### config.mk
export PLATFORM = sky130hd
export DESIGN_NAME = ring_buffer_flat
export DESIGN_NICKNAME = d
export VERILOG_FILES = /design/src/rtl/ring_buffer_if.sv /design/src/rtl/ring_buffer.sv /design/src/flat_wrapper.sv
export SDC_FILE = /design/constraint.sdc
export NUM_CORES = 1
export LEC_CHECK = 0
export ABC_AREA = 1
export ABC_CLOCK_PERIOD_IN_PS = 2000
export BUFFER_PORTS_ARGS = -buffer_cell sky130_fd_sc_hd__buf_2
export CAP_MARGIN = 20
export CORE_ASPECT_RATIO = 1.25
export CORE_MARGIN = 2
export CORE_UTILIZATION = 45
export DETAILED_ROUTE_END_ITERATION = 10
export PLACE_DENSITY = 0.7
export RECOVER_POWER = 50
export SYNTH_ARGS = -nofsm -noshare
export SYNTH_HDL_FRONTEND = slang
export SYNTH_SLANG_ARGS = --single-unit
### constraint.sdc
create_clock -name clk -period 2 [get_ports clk]
set_clock_uncertainty 0.1 [all_clocks]
set_input_delay 0.3 -clock clk [delete_from_list [all_inputs] [get_ports clk]]
set_output_delay 0.3 -clock clk [all_outputs]
set_load 0.005 [all_outputs]
### src/rtl/ring_buffer_if.sv
// -----------------------------------------------------------------------------
// ring_buffer_if
//   Groups the producer/consumer signals of ring_buffer into one bundle.
//
//   Parameters
//     DATA_W   width of data_in / data_out
//     DEPTH    number of FIFO entries (power of 2, >= 2)
//
//   Signals
//     wr_en     write request (producer -> FIFO)
//     rd_en     read request (consumer -> FIFO)
//     data_in   write data (producer -> FIFO)
//     data_out  registered read data (FIFO -> consumer)
//     full      FIFO holds DEPTH entries
//     empty     FIFO holds no entries
//     overflow, underflow, level
//               only present when RING_BUFFER_ERR_FLAGS_EN is defined
//
//   Modports
//     master    producer/consumer side
//     slave     the FIFO itself
// -----------------------------------------------------------------------------
interface ring_buffer_if #(
   parameter int DATA_W = 8,
   parameter int DEPTH  = 4
);
   localparam int ADDR_W = $clog2(DEPTH);

   logic              wr_en;
   logic              rd_en;
   logic [DATA_W-1:0] data_in;
   logic [DATA_W-1:0] data_out;
   logic              full;
   logic              empty;
`ifdef RING_BUFFER_ERR_FLAGS_EN
   logic              overflow;
   logic              underflow;
   logic [ADDR_W:0]   level;
`endif

   modport master (
      output wr_en, rd_en, data_in,
      input  data_out, full, empty
`ifdef RING_BUFFER_ERR_FLAGS_EN
      , input overflow, underflow, level
`endif
   );

   modport slave (
      input  wr_en, rd_en, data_in,
      output data_out, full, empty
`ifdef RING_BUFFER_ERR_FLAGS_EN
      , output overflow, underflow, level
`endif
   );
endinterface

### src/rtl/ring_buffer.sv
// -----------------------------------------------------------------------------
// ring_buffer
//   Single-clock ring-buffer FIFO with registered read data and registered
//   full/empty flags. Storage is a plain array so it can map to block RAM;
//   the read port is the data_out register itself.
//
//   Parameters
//     DATA_W   data width (default 8)
//     DEPTH    entries, power of 2 and >= 2 (default 4)
//
//   Ports
//     clk      clock, rising edge
//     rst      asynchronous reset, active low
//     bus      ring_buffer_if.slave: wr_en, rd_en, data_in, data_out,
//              full, empty (+ overflow, underflow, level when enabled)
//
//   Build option
//     RING_BUFFER_ERR_FLAGS_EN  adds sticky overflow/underflow flags and a
//                               level output; core behaviour is unchanged.
// -----------------------------------------------------------------------------
module ring_buffer #(
   parameter int DATA_W = 8,
   parameter int DEPTH  = 4
) (
   input  logic           clk,
   input  logic           rst,
   ring_buffer_if.slave   bus
);
   localparam int ADDR_W = $clog2(DEPTH);
   localparam logic [ADDR_W:0] FULL_COUNT = (ADDR_W+1)'(DEPTH);

   logic [DATA_W-1:0] mem [DEPTH];

   logic [ADDR_W-1:0] wr_ptr_reg, wr_ptr_next;
   logic [ADDR_W-1:0] rd_ptr_reg, rd_ptr_next;
   logic [ADDR_W:0]   count_reg, count_next;
   logic              full_reg, full_next;
   logic              empty_reg, empty_next;
   logic [DATA_W-1:0] data_out_reg;
   logic              do_wr;
   logic              do_rd;

   // Accept decisions use the registered flags, i.e. the state before the edge.
   always_comb begin
      do_wr       = bus.wr_en & ~full_reg;
      do_rd       = bus.rd_en & ~empty_reg;
      wr_ptr_next = wr_ptr_reg;
      rd_ptr_next = rd_ptr_reg;
      count_next  = count_reg;
      if (do_wr) begin
         wr_ptr_next = wr_ptr_reg + 1'b1;   // natural wrap, DEPTH is a power of 2
      end
      if (do_rd) begin
         rd_ptr_next = rd_ptr_reg + 1'b1;
      end
      if (do_wr && !do_rd) begin
         count_next = count_reg + 1'b1;
      end else if (do_rd && !do_wr) begin
         count_next = count_reg - 1'b1;
      end
      // Flags are registered from the next count so they move with it.
      full_next  = (count_next == FULL_COUNT);
      empty_next = (count_next == '0);
   end

   // Storage has no reset so it stays inferable as RAM.
   always_ff @(posedge clk) begin
      if (do_wr) begin
         mem[wr_ptr_reg] <= bus.data_in;
      end
   end

   always_ff @(posedge clk or negedge rst) begin
      if (!rst) begin
         wr_ptr_reg   <= '0;
         rd_ptr_reg   <= '0;
         count_reg    <= '0;
         full_reg     <= 1'b0;
         empty_reg    <= 1'b1;
         data_out_reg <= '0;
      end else begin
         wr_ptr_reg <= wr_ptr_next;
         rd_ptr_reg <= rd_ptr_next;
         count_reg  <= count_next;
         full_reg   <= full_next;
         empty_reg  <= empty_next;
         // Read of the old slot only; a same-cycle write into an empty
         // buffer is never forwarded to data_out.
         if (do_rd) begin
            data_out_reg <= mem[rd_ptr_reg];
         end
      end
   end

   assign bus.data_out = data_out_reg;
   assign bus.full     = full_reg;
   assign bus.empty    = empty_reg;

`ifdef RING_BUFFER_ERR_FLAGS_EN
   logic overflow_reg;
   logic underflow_reg;

   // Sticky: any rejected request since reset leaves its flag set.
   always_ff @(posedge clk or negedge rst) begin
      if (!rst) begin
         overflow_reg  <= 1'b0;
         underflow_reg <= 1'b0;
      end else begin
         if (bus.wr_en && full_reg) begin
            overflow_reg <= 1'b1;
         end
         if (bus.rd_en && empty_reg) begin
            underflow_reg <= 1'b1;
         end
      end
   end

   assign bus.overflow  = overflow_reg;
   assign bus.underflow = underflow_reg;
   assign bus.level     = count_reg;
`endif

endmodule

### src/flat_wrapper.sv
// flat-port wrapper written by rule: the top's interface ports become plain ports
module ring_buffer_flat 
#(
   parameter int DATA_W = 8,
   parameter int DEPTH  = 4
)
  (clk, rst, bus_wr_en, bus_rd_en, bus_data_in, bus_data_out, bus_full, bus_empty);
  ring_buffer_if #(.DATA_W(DATA_W), .DEPTH(DEPTH)) bus_i ();
  input  logic clk;
  input  logic rst;
  input wire logic [$bits(bus_i.wr_en)-1:0] bus_wr_en;
  input wire logic [$bits(bus_i.rd_en)-1:0] bus_rd_en;
  input wire logic [$bits(bus_i.data_in)-1:0] bus_data_in;
  output wire logic [$bits(bus_i.data_out)-1:0] bus_data_out;
  output wire logic [$bits(bus_i.full)-1:0] bus_full;
  output wire logic [$bits(bus_i.empty)-1:0] bus_empty;
  assign bus_i.wr_en = bus_wr_en;
  assign bus_i.rd_en = bus_rd_en;
  assign bus_i.data_in = bus_data_in;
  assign bus_data_out = bus_i.data_out;
  assign bus_full = bus_i.full;
  assign bus_empty = bus_i.empty;
  ring_buffer #(.DATA_W(DATA_W), .DEPTH(DEPTH)) u_core (.clk(clk), .rst(rst), .bus(bus_i));
endmodule
# Word-level counts from Yosys, hierarchy flattened

Memories as Yosys holds them, arrays and structs flattened. A register that Yosys moved wholly into a read port is not among the register bits.
Index checks and enable logic that the tools add are counted.
W data, S select, Z words.

Register bits: 9
Bits in writable memories: 32
Input bits: 12
Output and inout bits: 10
Logic and storage cells: 25
Memories kept: 1

Add/sub/neg operators: 4
Equal/unequal tests: 1
Multiplexer cells: 4
Bitwise gates (word level): 4
Reduce and logical (&&, ||, !) cells: 6

Memory list:

| name       | depth | width | read ports | clocked after Yosys merged registers in | write ports | line              | source |
|---|---|---|---|---|---|---|---|
| u_core.mem | 4     | 8     | 1          | 1                                       | 1           | ring_buffer.sv:32 | `logic [DATA_W-1:0] mem [DEPTH];` |

Operators by type and width:

| kind                  | count |
|---|---|
| $mux W3               | 2 |
| $add A2 B1 Y2 const B | 2 |
| $add A3 B1 Y3 const B | 1 |
| $eq A3 B3 Y1 const B  | 1 |
| $logic_not A1 Y1      | 3 |
| $logic_not A3 Y1      | 1 |
| $sub A3 B1 Y3 const B | 1 |
| $and A1 B1 Y1         | 2 |
| $logic_and A1 B1 Y1   | 2 |
| $mux W1               | 2 |
| $not A1 Y1            | 2 |

# Logic depth before layout (Yosys ltp)

Gate-level depths: netlist of run 1.

Word-level depth: 7
Gate-level depth with buffers: 10
Depth with buffers taken out: 10

# Least setup slack after synthesis of run 1

OpenSTA, ideal clock, no wires.

Path type: register to register
From: reg u_core.wr_ptr_reg[0]
To: mem u_core.mem[2][0] (enable)
Setup time: 371 ps
Arrival time: 1034 ps
Data required time: 1529 ps
Path slack: 495 ps
Cell stages (with the launch flop): 5
Path buffers: 0
Period minus slack after synthesis: 1505 ps
Path through: dfrtp_1 inv_1 ha_1 inv_1 nor2_1

RTL lines:

| what                     | line              | source |
|---|---|---|
| start: declaration       | ring_buffer.sv:34 | `logic [ADDR_W-1:0] wr_ptr_reg, wr_ptr_next;` |
| start signal: assignment | ring_buffer.sv:82 | `wr_ptr_reg <= wr_ptr_next;` |
| end: declaration         | ring_buffer.sv:32 |  |

No word-level cell before the write port.

# Worst setup path in the final report of run 1

From: reg u_core.wr_ptr_reg[0]
To: mem u_core.mem[0][5] (enable)

No word-level cell before the write port.

==> flow_metrics.py, run 1 <==
metrics = {
    "setup_path": {
        "r2r_end": "u_core.mem[0][5]",
        "crit_fanout": 5,
        "reg2reg_from": "u_core.wr_ptr_reg[0]",
        "start_kind": "flip-flop",
        "crit_path_end_kind": "flip-flop",
        "reg2reg_slack_ns": 0.43,
        "crit_type": "reg2reg",
        "worstPathRequired_ns": 1.91,
        "crit_start": "u_core.wr_ptr_reg[0]",
        "crit_arrival_ns": 1.48,
        "r2r_cells": 5,
        "cp-endpoint": "u_core.mem[0][5]",
    },
    "routing": {
        "wirelength_mm": 3.57,
        "drt_iter0_drc": 42,
        "dr.pass1.iters": 5,
        "drcViolationCount": 0,
        "via_count": 1342,
        "wl_per_cell_um": 12.6,
        "final_antenna_net_count": 0,
        "viasPerCell": 4.73,
    },
    "layout": {
        "seqCellArea_mm2": 0.00139,
        "layout-drive-gt1-share": 0.155,
        "nets": 243,
        "filler_cell_count": 397,
        "fin_cells": 284,
        "multi_input_area_um2": 589,
        "largest_reg_flops": 32,
        "area_delta_synth_final_pct": 14.5,
        "diodes": 0,
    },
    "yosys": {
        "ys_types": 20,
        "avgSynthCellArea_um2": 10.8,
        "yosysWarningCount": 0,
        "netlist_area_mm2": 0.00209,
        "synth_seq_cells": 49,
        "syn-num-nets": 212,
        "ys_seq_area_frac": 0.664,
        "syn_inst": 194,
    },
    "clock_tree": {
        "clkTransAtPathRegs_ns": 0.09,
        "cts_tree": "yes",
        "cts.sinks": 49,
        "cts_resized": 0,
        "h-tree-depth": 2,
        "cts-root-buf": "clkbuf_8",
        "cts_made_buffers": 5,
        "clkLatencyLatePin_ns": 0.29,
        "clock_path_buffers": 2,
    },
    "power": {
        "power_density_mw_per_mm2": 1400,
        "max-vdd-ir-drop_uv": 632,
        "p_int_uw": 2210,
        "p_switching_uw": 1160,
        "clockPowerShare": 0.202,
        "switching_share": 0.344,
        "combPwrFrac": 0.337,
        "p_leak_uw": 0.00101,
        "seqPwrFrac": 0.462,
        "power_uw": 3360,
    },
    "global_route": {
        "grt_pass1_wl_mm": 5.90,
        "grt_usage": 0.152,
        "overflow": 0,
        "grt_max_degree": 18,
        "grt_antenna_before_repair": 0,
        "grt_pass1_vias": 1270,
    },
    "timing": {
        "rsz0062_at_grt": "no",
        "timing.setup.tns_ns": 0,
        "slew_headroom": 0.343,
        "hold_viol": 0,
        "report.final.slew_viol_count": 0,
        "period_needed_ns": 1.57,
        "worst_slew_pin_slew_ns": 0.985,
        "max_freq_ghz": 0.638,
        "final.period_utilization": 0.784,
        "finalSetupViolations": 0,
    },
    "worst_hold_path": {
        "hp-class": "in2reg",
    },
    "floorplan": {
        "die_h_um": 80.2,
        "coreArea_mm2": 0.00443,
        "io_pins": 22,
        "die-area_mm2": 0.00521,
        "start_util": 0.472,
        "row_count": 27,
        "die-width_um": 65.0,
    },
    "placed_design": {
        "gp_congestion": 0.705,
        "io_buffer_count": 21,
        "place_inst": 275,
        "dp.final_hpwl_mm": 2.52,
    },
    "job": {
        "max_cap_viol_count": 0,
    },
    "outcome": {
        "status": "complete, no violations",
    },
}
## routing by layer
metal	wire (um)	GRT usage	part of all wire
met5	0	0	0
met4	9	0.0383	0.0025
met3	106	0.0378	0.030
met2	1920	0.271	0.54
met1	1530	0.183	0.43
## power groups by stage
stage               registers, uW  logic, uW  clock network, uW
finish                       1550       1130                678
global route                 1580       1320                742
CTS                          1550       1160                699
global placement             1560       1130                  0
detailed placement           1580       1150                  0
floorplan                    1540        838                  0
## area by class of cell
class / instances / share of cell area
flip-flops and latches: 49 / 0.579
multi-input cells: 119 / 0.246
clock inverters: 3 / 0.0172
repair buffers: 29 / 0.0653
well taps: 58 / 0.0303
clock buffers: 5 / 0.0287
inverters: 21 / 0.0329
## synth_stat cells
cell / instances / area (um^2)
ha_1: 6 / 75.1
nor2_4: 1 / 11.3
o21ai_1: 1 / 5.00
nand3_2: 1 / 10.0
dfrtp_1: 16 / 400
xor2_1: 3 / 26.3
nand2_1: 24 / 90.1
o21ai_0: 17 / 85.1
a31oi_1: 8 / 50.1
inv_1: 19 / 71.3
dfstp_2: 1 / 26.3
buf_4: 3 / 22.5
nand2_2: 3 / 18.8
nand2_4: 1 / 11.3
inv_2: 2 / 7.51
nor2_1: 50 / 188
edfxtp_1: 32 / 961
nor2_2: 1 / 6.26
buf_2: 2 / 10.0
nand3_1: 3 / 15.0
## through the flow
step / instance area [um^2] / hold WS, ns / setup WS [ns] / utilization
6_report: 2390 / 0.175 / 0.432 / 0.541
5_1_grt: 2390 / 0.183 / 0.297 / 0.541
4_1_cts: 2410 / 0.116 / 0.420 / 0.544
3_5_place_dp: 2290 / 0.166 / 0.437 / 0.517
3_3_place_gp: 2290 / 0.164 / 0.500 / 0.517
2_1_floorplan: 2090 / -0.0956 / 0.495 / -
## worst min path at each step
stage / start / end / slack (ns) / cells past startpoint
after floorplan: rst / u_core.bus.data_out[0] / -0.1 / 0
after global placement: rst / u_core.bus.data_out[6] / 0.16 / 1
after detailed placement: rst / u_core.bus.data_out[3] / 0.17 / 1
after CTS: bus_data_in[5] / u_core.mem[1][5] / 0.12 / 1
after global routing: bus_data_in[5] / u_core.mem[1][5] / 0.18 / 1
final: bus_data_in[3] / u_core.mem[2][3] / 0.18 / 1
## logic make-up (layout without fill, tap and decap cells)
| group | Yosys count | count (layout) | share of synthesized area |
|---|---|---|---|
| flops | 49 | 49 | 0.664 |
| xor+xnor | 3 | 3 | 0.0126 |
| fa+ha+maj | 6 | 6 | 0.0359 |
| compound gates | 26 | 26 | 0.0670 |
| buf+inv | 26 | 58 | 0.0533 |
| simple gates | 84 | 84 | 0.168 |
## cells in the final DEF, fill, tap and decap left out, types with 3 or more instances in the layout
| cell type | netlist | routed |
|---|---|---|
| o21ai_0 | 17 | 17 |
| buf_4 | 3 | 7 |
| edfxtp_1 | 32 | 32 |
| a31oi_1 | 8 | 8 |
| nor2_1 | 50 | 50 |
| clkbuf_1 | 0 | 9 |
| clkbuf_8 | 0 | 5 |
| xor2_1 | 3 | 3 |
| nand2_1 | 24 | 25 |
| ha_1 | 6 | 6 |
| nand3_1 | 3 | 3 |
| dfrtp_1 | 16 | 16 |
| inv_1 | 19 | 19 |
| buf_2 | 2 | 12 |
## critical path: stages (launching register included)
cell,delay [ns]
dfrtp_1,0.41
inv_1,0.12
ha_1,0.16
inv_1,0.04
nor2_1,0.25
buf_4,0.21
## timing repair
item | 4_1_cts | 5_1_grt
buffers inserted | 0 | 0
endpoints found under the hold margin | 16 | 0
hold buffers | 1 | 0
(Power assumes the default switching activity.)
==> run 2, diff against run 1 <==
ABC_CLOCK_PERIOD_IN_PS = 1400   (was 2000)
PLACE_DENSITY = 0.72   (was 0.7)
clock period = 1.4 ns   (was 2 ns; I/O delays follow)
==> flow_metrics.py, run 2 (synthesis gave the netlist of run 1 again) <==
metrics = {
    "floorplan": {
        "coreArea_mm2": 0.00443,
        "die_h_um": 80.2,
        "row_count": 27,
        "die-area_mm2": 0.00521,
        "die-width_um": 65.0,
        "io_pins": 22,
        "start_util": 0.472,
    },
    "power": {
        "p_leak_uw": 0.00104,
        "max-vdd-ir-drop_uv": 936,
        "power_density_mw_per_mm2": 1990,
    },
    "layout": {
        "layout_commonest_cell": "nor2_1",
        "nets": 248,
        "diodes": 0,
        "fin_util": 0.573,
        "largest_reg_flops": 32,
        "finalInstanceArea_mm2": 0.00254,
        "final_cell_mix": "nor2_1 (44), edfxtp_1 (32), o21ai_0 (17)",
        "layout-drive-gt1-share": 0.281,
        "area_delta_synth_final_pct": 21.3,
    },
    "placed_design": {
        "gp_congestion": 0.892,
        "postPlaceCellArea_mm2": 0.00235,
        "io_buffer_count": 21,
        "dp.final_hpwl_mm": 2.55,
    },
    "routing": {
        "via_count": 1381,
        "final_antenna_net_count": 0,
        "drcViolationCount": 0,
        "drt-met1-wl_mm": 1.58,
        "wirelength_mm": 3.86,
        "topRoutingLayerUsed": "met4",
        "route.met2.wl_mm": 2.06,
        "wl_per_cell_um": 13.3,
        "drt_iter0_drc": 43,
        "dr.pass1.iters": 4,
        "wl_met3_um": 133,
        "viasPerCell": 4.78,
    },
    "global_route": {
        "grt_antenna_before_repair": 0,
        "grt_pass1_vias": 1322,
        "overflow": 0,
        "grt_usage": 0.160,
        "grt_pass1_wl_mm": 6.04,
        "grt_max_degree": 18,
    },
    "timing": {
        "final.period_utilization": 0.986,
        "max_freq_ghz": 0.724,
        "hold_viol": 0,
        "report.final.slew_viol_count": 0,
        "slew_headroom": 0.685,
        "worst_slew_pin_slew_ns": 0.473,
        "period_needed_ns": 1.38,
        "finalSetupViolations": 0,
    },
    "clock_tree": {
        "cts.sinks": 49,
        "cts_made_buffers": 5,
        "cts-root-buf": "clkbuf_8",
        "h-tree-depth": 2,
        "clkLatencyLatePin_ns": 0.30,
        "clock_path_buffers": 2,
        "cts_tree": "yes",
        "clkTransAtPathRegs_ns": 0.08,
    },
    "setup_path": {
        "crit_path_end_kind": "flip-flop",
        "crit_type": "reg2reg",
        "worstPathRequired_ns": 1.32,
        "start_kind": "flip-flop",
        "crit_arrival_ns": 1.30,
        "crit_fanout": 4,
    },
    "outcome": {
        "status": "complete, no violations",
    },
    "worst_hold_path": {
        "hp-class": "in2reg",
    },
    "job": {
        "max_cap_viol_count": 0,
    },
}
run 2: worst paths after layout:
kind	slack (ns)	from	cells past startpoint	endpoint
min	0.07	bus_data_in[1]	1	u_core.mem[0][1]
max reg2reg	0.02	u_core.wr_ptr_reg[0]	5	u_core.mem[2][7]
max in group asynchronous	0.57	rst	2	u_core.rd_ptr_reg[1]
max	0.02	u_core.wr_ptr_reg[0]	5	u_core.mem[2][7]
min in group asynchronous	0.28	rst	2	u_core.rd_ptr_reg[0]
min reg2reg	0.44	u_core.mem[1][4]	2	u_core.bus.data_out[4]
run 2: layout make-up:
type / count / area [um^2]
inverters: 21 / 78.8
well taps: 58 / 72.6
flip-flops and latches: 49 / 1390
clock inverters: 2 / 13.8
clock buffers: 6 / 72.6
multi-input cells: 119 / 674
repair buffers: 34 / 235
fillers: 380 / 1890
run 2: metrics by stage:
stage / setup WS, ns / setup TNS [ns] / hold WS (ns) / total power, uW / std cells
after global placement: 0.0269 / 0 / 0.0695 / 3960 / 278
after floorplan: 0.0398 / 0 / -0.186 / 3410 / 194
after detailed placement: 0.00552 / 0 / 0.0701 / 4020 / 278
final: 0.0190 / 0 / 0.0682 / 5050 / 289
after CTS: 0.0187 / 0 / 0.00506 / 4860 / 287
after global routing: -0.0137 / -0.0616 / 0.0786 / 5470 / 289
run 2: report_power, final:
group          total (uW)  internal (uW)  switching, uW  leakage, uW
clock network         817            356            461    0.0000456
logic                1990            833           1160     0.000509
registers            2240           2000            238     0.000488
run 2: worst max-delay path, stage by stage, from the launching register on:
cell,delay (ns)
dfrtp_1,0.43
inv_2,0.09
ha_2,0.17
inv_1,0.04
nor2_2,0.13
buf_6,0.14
run 2: per-layer routing:
metal,vias to the layer above,GRT usage
met5,-,0
met4,0,0.0851
met3,7,0.0420
met2,23,0.275
met1,649,0.180
li1,702,-
run 2: repair_timing:
action,4_1_cts,5_1_grt
buffers inserted,0,2
resized for setup,3,25
hold endpoints to repair,16,0
endpoints found under the setup margin,6,26
pin swaps,0,5
hold buffers,1,0
==> run 3, diff against run 2 <==
CORE_ASPECT_RATIO = 0.75   (was 1.25)
==> flow_metrics.py, run 3 (synthesis gave the netlist of run 1 again) <==
metrics = {
    "routing": {
        "via_count": 1401,
        "dr.pass1.iters": 4,
        "wl_met3_um": 183,
        "route.met2.wl_mm": 1.78,
        "drt_iter0_drc": 86,
        "topRoutingLayerUsed": "met4",
        "viasPerCell": 4.78,
        "drcViolationCount": 0,
        "wl_per_cell_um": 13.3,
        "wirelength_mm": 3.91,
        "final_antenna_net_count": 0,
        "drt-met1-wl_mm": 1.88,
    },
    "timing": {
        "hold_viol": 0,
        "worst_slew_pin_slew_ns": 0.457,
        "rsz0062_at_grt": "yes",
        "slew_headroom": 0.695,
        "final.period_utilization": 0.976,
        "finalSetupViolations": 0,
        "report.final.slew_viol_count": 0,
        "period_needed_ns": 1.37,
        "max_freq_ghz": 0.732,
    },
    "clock_tree": {
        "cts-root-buf": "clkbuf_8",
        "cts.sinks": 49,
        "clock_path_buffers": 2,
        "clkTransAtPathRegs_ns": 0.08,
        "clkLatencyLatePin_ns": 0.30,
        "cts_made_buffers": 5,
        "cts_tree": "yes",
        "h-tree-depth": 2,
    },
    "layout": {
        "area_delta_synth_final_pct": 23.8,
        "filler_cell_count": 373,
        "layout_commonest_cell": "nor2_1",
        "diodes": 0,
        "largest_reg_flops": 32,
        "nets": 253,
        "layout-drive-gt1-share": 0.271,
        "final_cell_mix": "nor2_1 (45), edfxtp_1 (32), nand2_1 (20)",
        "fin_cells": 293,
    },
    "outcome": {
        "status": "complete, no violations",
    },
    "placed_design": {
        "dp.final_hpwl_mm": 2.61,
        "gp_congestion": 0.802,
        "io_buffer_count": 21,
        "place_inst": 280,
    },
    "setup_path": {
        "reg2reg_from": "u_core.wr_ptr_reg[0]",
        "path_buf_inv": 3,
        "crit_type": "reg2reg",
        "worstPathRequired_ns": 1.32,
        "crit_fanout": 4,
        "start_kind": "flip-flop",
        "crit_path_end_kind": "flip-flop",
        "r2r_cells": 5,
        "timing.critical_path.cells": "inv_2, ha_1, inv_1, nor2_2, buf_4",
        "r2r_end": "u_core.mem[0][3]",
        "path_depth": 5,
        "reg2reg_slack_ns": 0.03,
        "crit_family": "flip-flops",
        "crit_arrival_ns": 1.29,
        "cpPeakStageDelay_ns": 0.41,
        "critPathSlowestCell": "dfrtp_1",
    },
    "floorplan": {
        "row_count": 21,
        "start_util": 0.468,
        "die_h_um": 63.0,
        "coreArea_mm2": 0.00447,
        "die-area_mm2": 0.00521,
        "die-width_um": 82.7,
        "io_pins": 22,
    },
    "global_route": {
        "grt_usage": 0.169,
        "grt_antenna_before_repair": 0,
        "grt_pass1_wl_mm": 6.26,
        "grt_max_degree": 18,
        "grt_pass1_vias": 1284,
        "overflow": 0,
    },
    "power": {
        "power_uw": 5460,
        "p_leak_uw": 0.00109,
        "max-vdd-ir-drop_uv": 1010,
        "power_density_mw_per_mm2": 2110,
    },
    "job": {
        "max_cap_viol_count": 0,
    },
    "worst_hold_path": {
        "hp-class": "in2reg",
        "worstHoldEndpoint": "u_core.mem[0][2]",
        "holdPathStages": 1,
        "hp-start": "bus_data_in[2]",
    },
}
-- run 3: cell count changes in the layout (fill, tap and decap cells not counted), moves of 2 or more --
| cell | before | now |
|---|---|---|
| nand2_2 | 8 | 4 |
| buf_4 | 6 | 12 |
| ha_1 | 3 | 5 |
| ha_2 | 2 | 0 |
| inv_1 | 15 | 13 |
| bufinv_16 | 0 | 2 |
| nand2_1 | 16 | 20 |
-- run 3: report_power, final --
| part | internal, uW | switching, uW |
|---|---|---|
| Combinational | 894 | 1190 |
| Clock | 709 | 451 |
| Sequential | 2000 | 214 |
-- run 3: final cells by class --
cell class	instances	area, um^2	share of cell area
Clock buffer	5	68.8	0.0266
Clock inverter	3	65.1	0.0251
Sequential cell	49	1390	0.536
Timing Repair Buffer	39	260	0.101
Tap cell	57	71.3	0.0276
Multi-Input combinational cell	119	652	0.252
Inverter	21	82.6	0.0319
-- run 3: worst max path at each step --
stage                          from                to  slack [ns]
5_1_grt            u_core.bus.empty   u_core.bus.full       -0.04
2_1_floorplan  u_core.wr_ptr_reg[0]  u_core.mem[2][0]        0.04
4_1_cts        u_core.wr_ptr_reg[0]  u_core.mem[0][0]        0.01
3_3_place_gp   u_core.wr_ptr_reg[0]  u_core.mem[0][4]        0.04
3_5_place_dp   u_core.wr_ptr_reg[0]  u_core.mem[0][4]       -0.01
6_report       u_core.wr_ptr_reg[0]  u_core.mem[0][3]        0.03
-- run 3: repair_timing --
action,CTS,global route
endpoints found under the setup margin,10,39
hold buffers,1,0
pin swaps,0,8
endpoints found under the hold margin,16,0
setup buffers,1,3
gates resized for setup,3,19
-- run 3: metal layers --
| metal | vias to the layer above | global-route usage |
|---|---|---|
| met2 | 37 | 0.229 |
| met4 | 0 | 0.0676 |
| li1 | 712 | - |
| met3 | 7 | 0.0564 |
| met1 | 645 | 0.250 |
| met5 | - | 0 |
-- run 3: worst reg2reg max path: stages (launching register included) --
cell and delay [ns]:
dfrtp_1 0.41, inv_2 0.09, ha_1 0.15, inv_1 0.05
nor2_2 0.13, buf_4 0.16
-- run 3: through the flow --
stage	utilization	instance area, um^2	setup TNS, ns	setup WS [ns]	hold slack (ns)
detailed placement	0.524	2340	-0.0575	-0.0146	0.0766
global route	0.579	2590	-0.257	-0.0447	0.0716
finish	0.579	2590	0	0.0343	0.0696
CTS	0.560	2500	0	0.00965	0.00973
global placement	0.524	2340	0	0.0432	0.0660
floorplan	-	2100	0	0.0398	-0.186
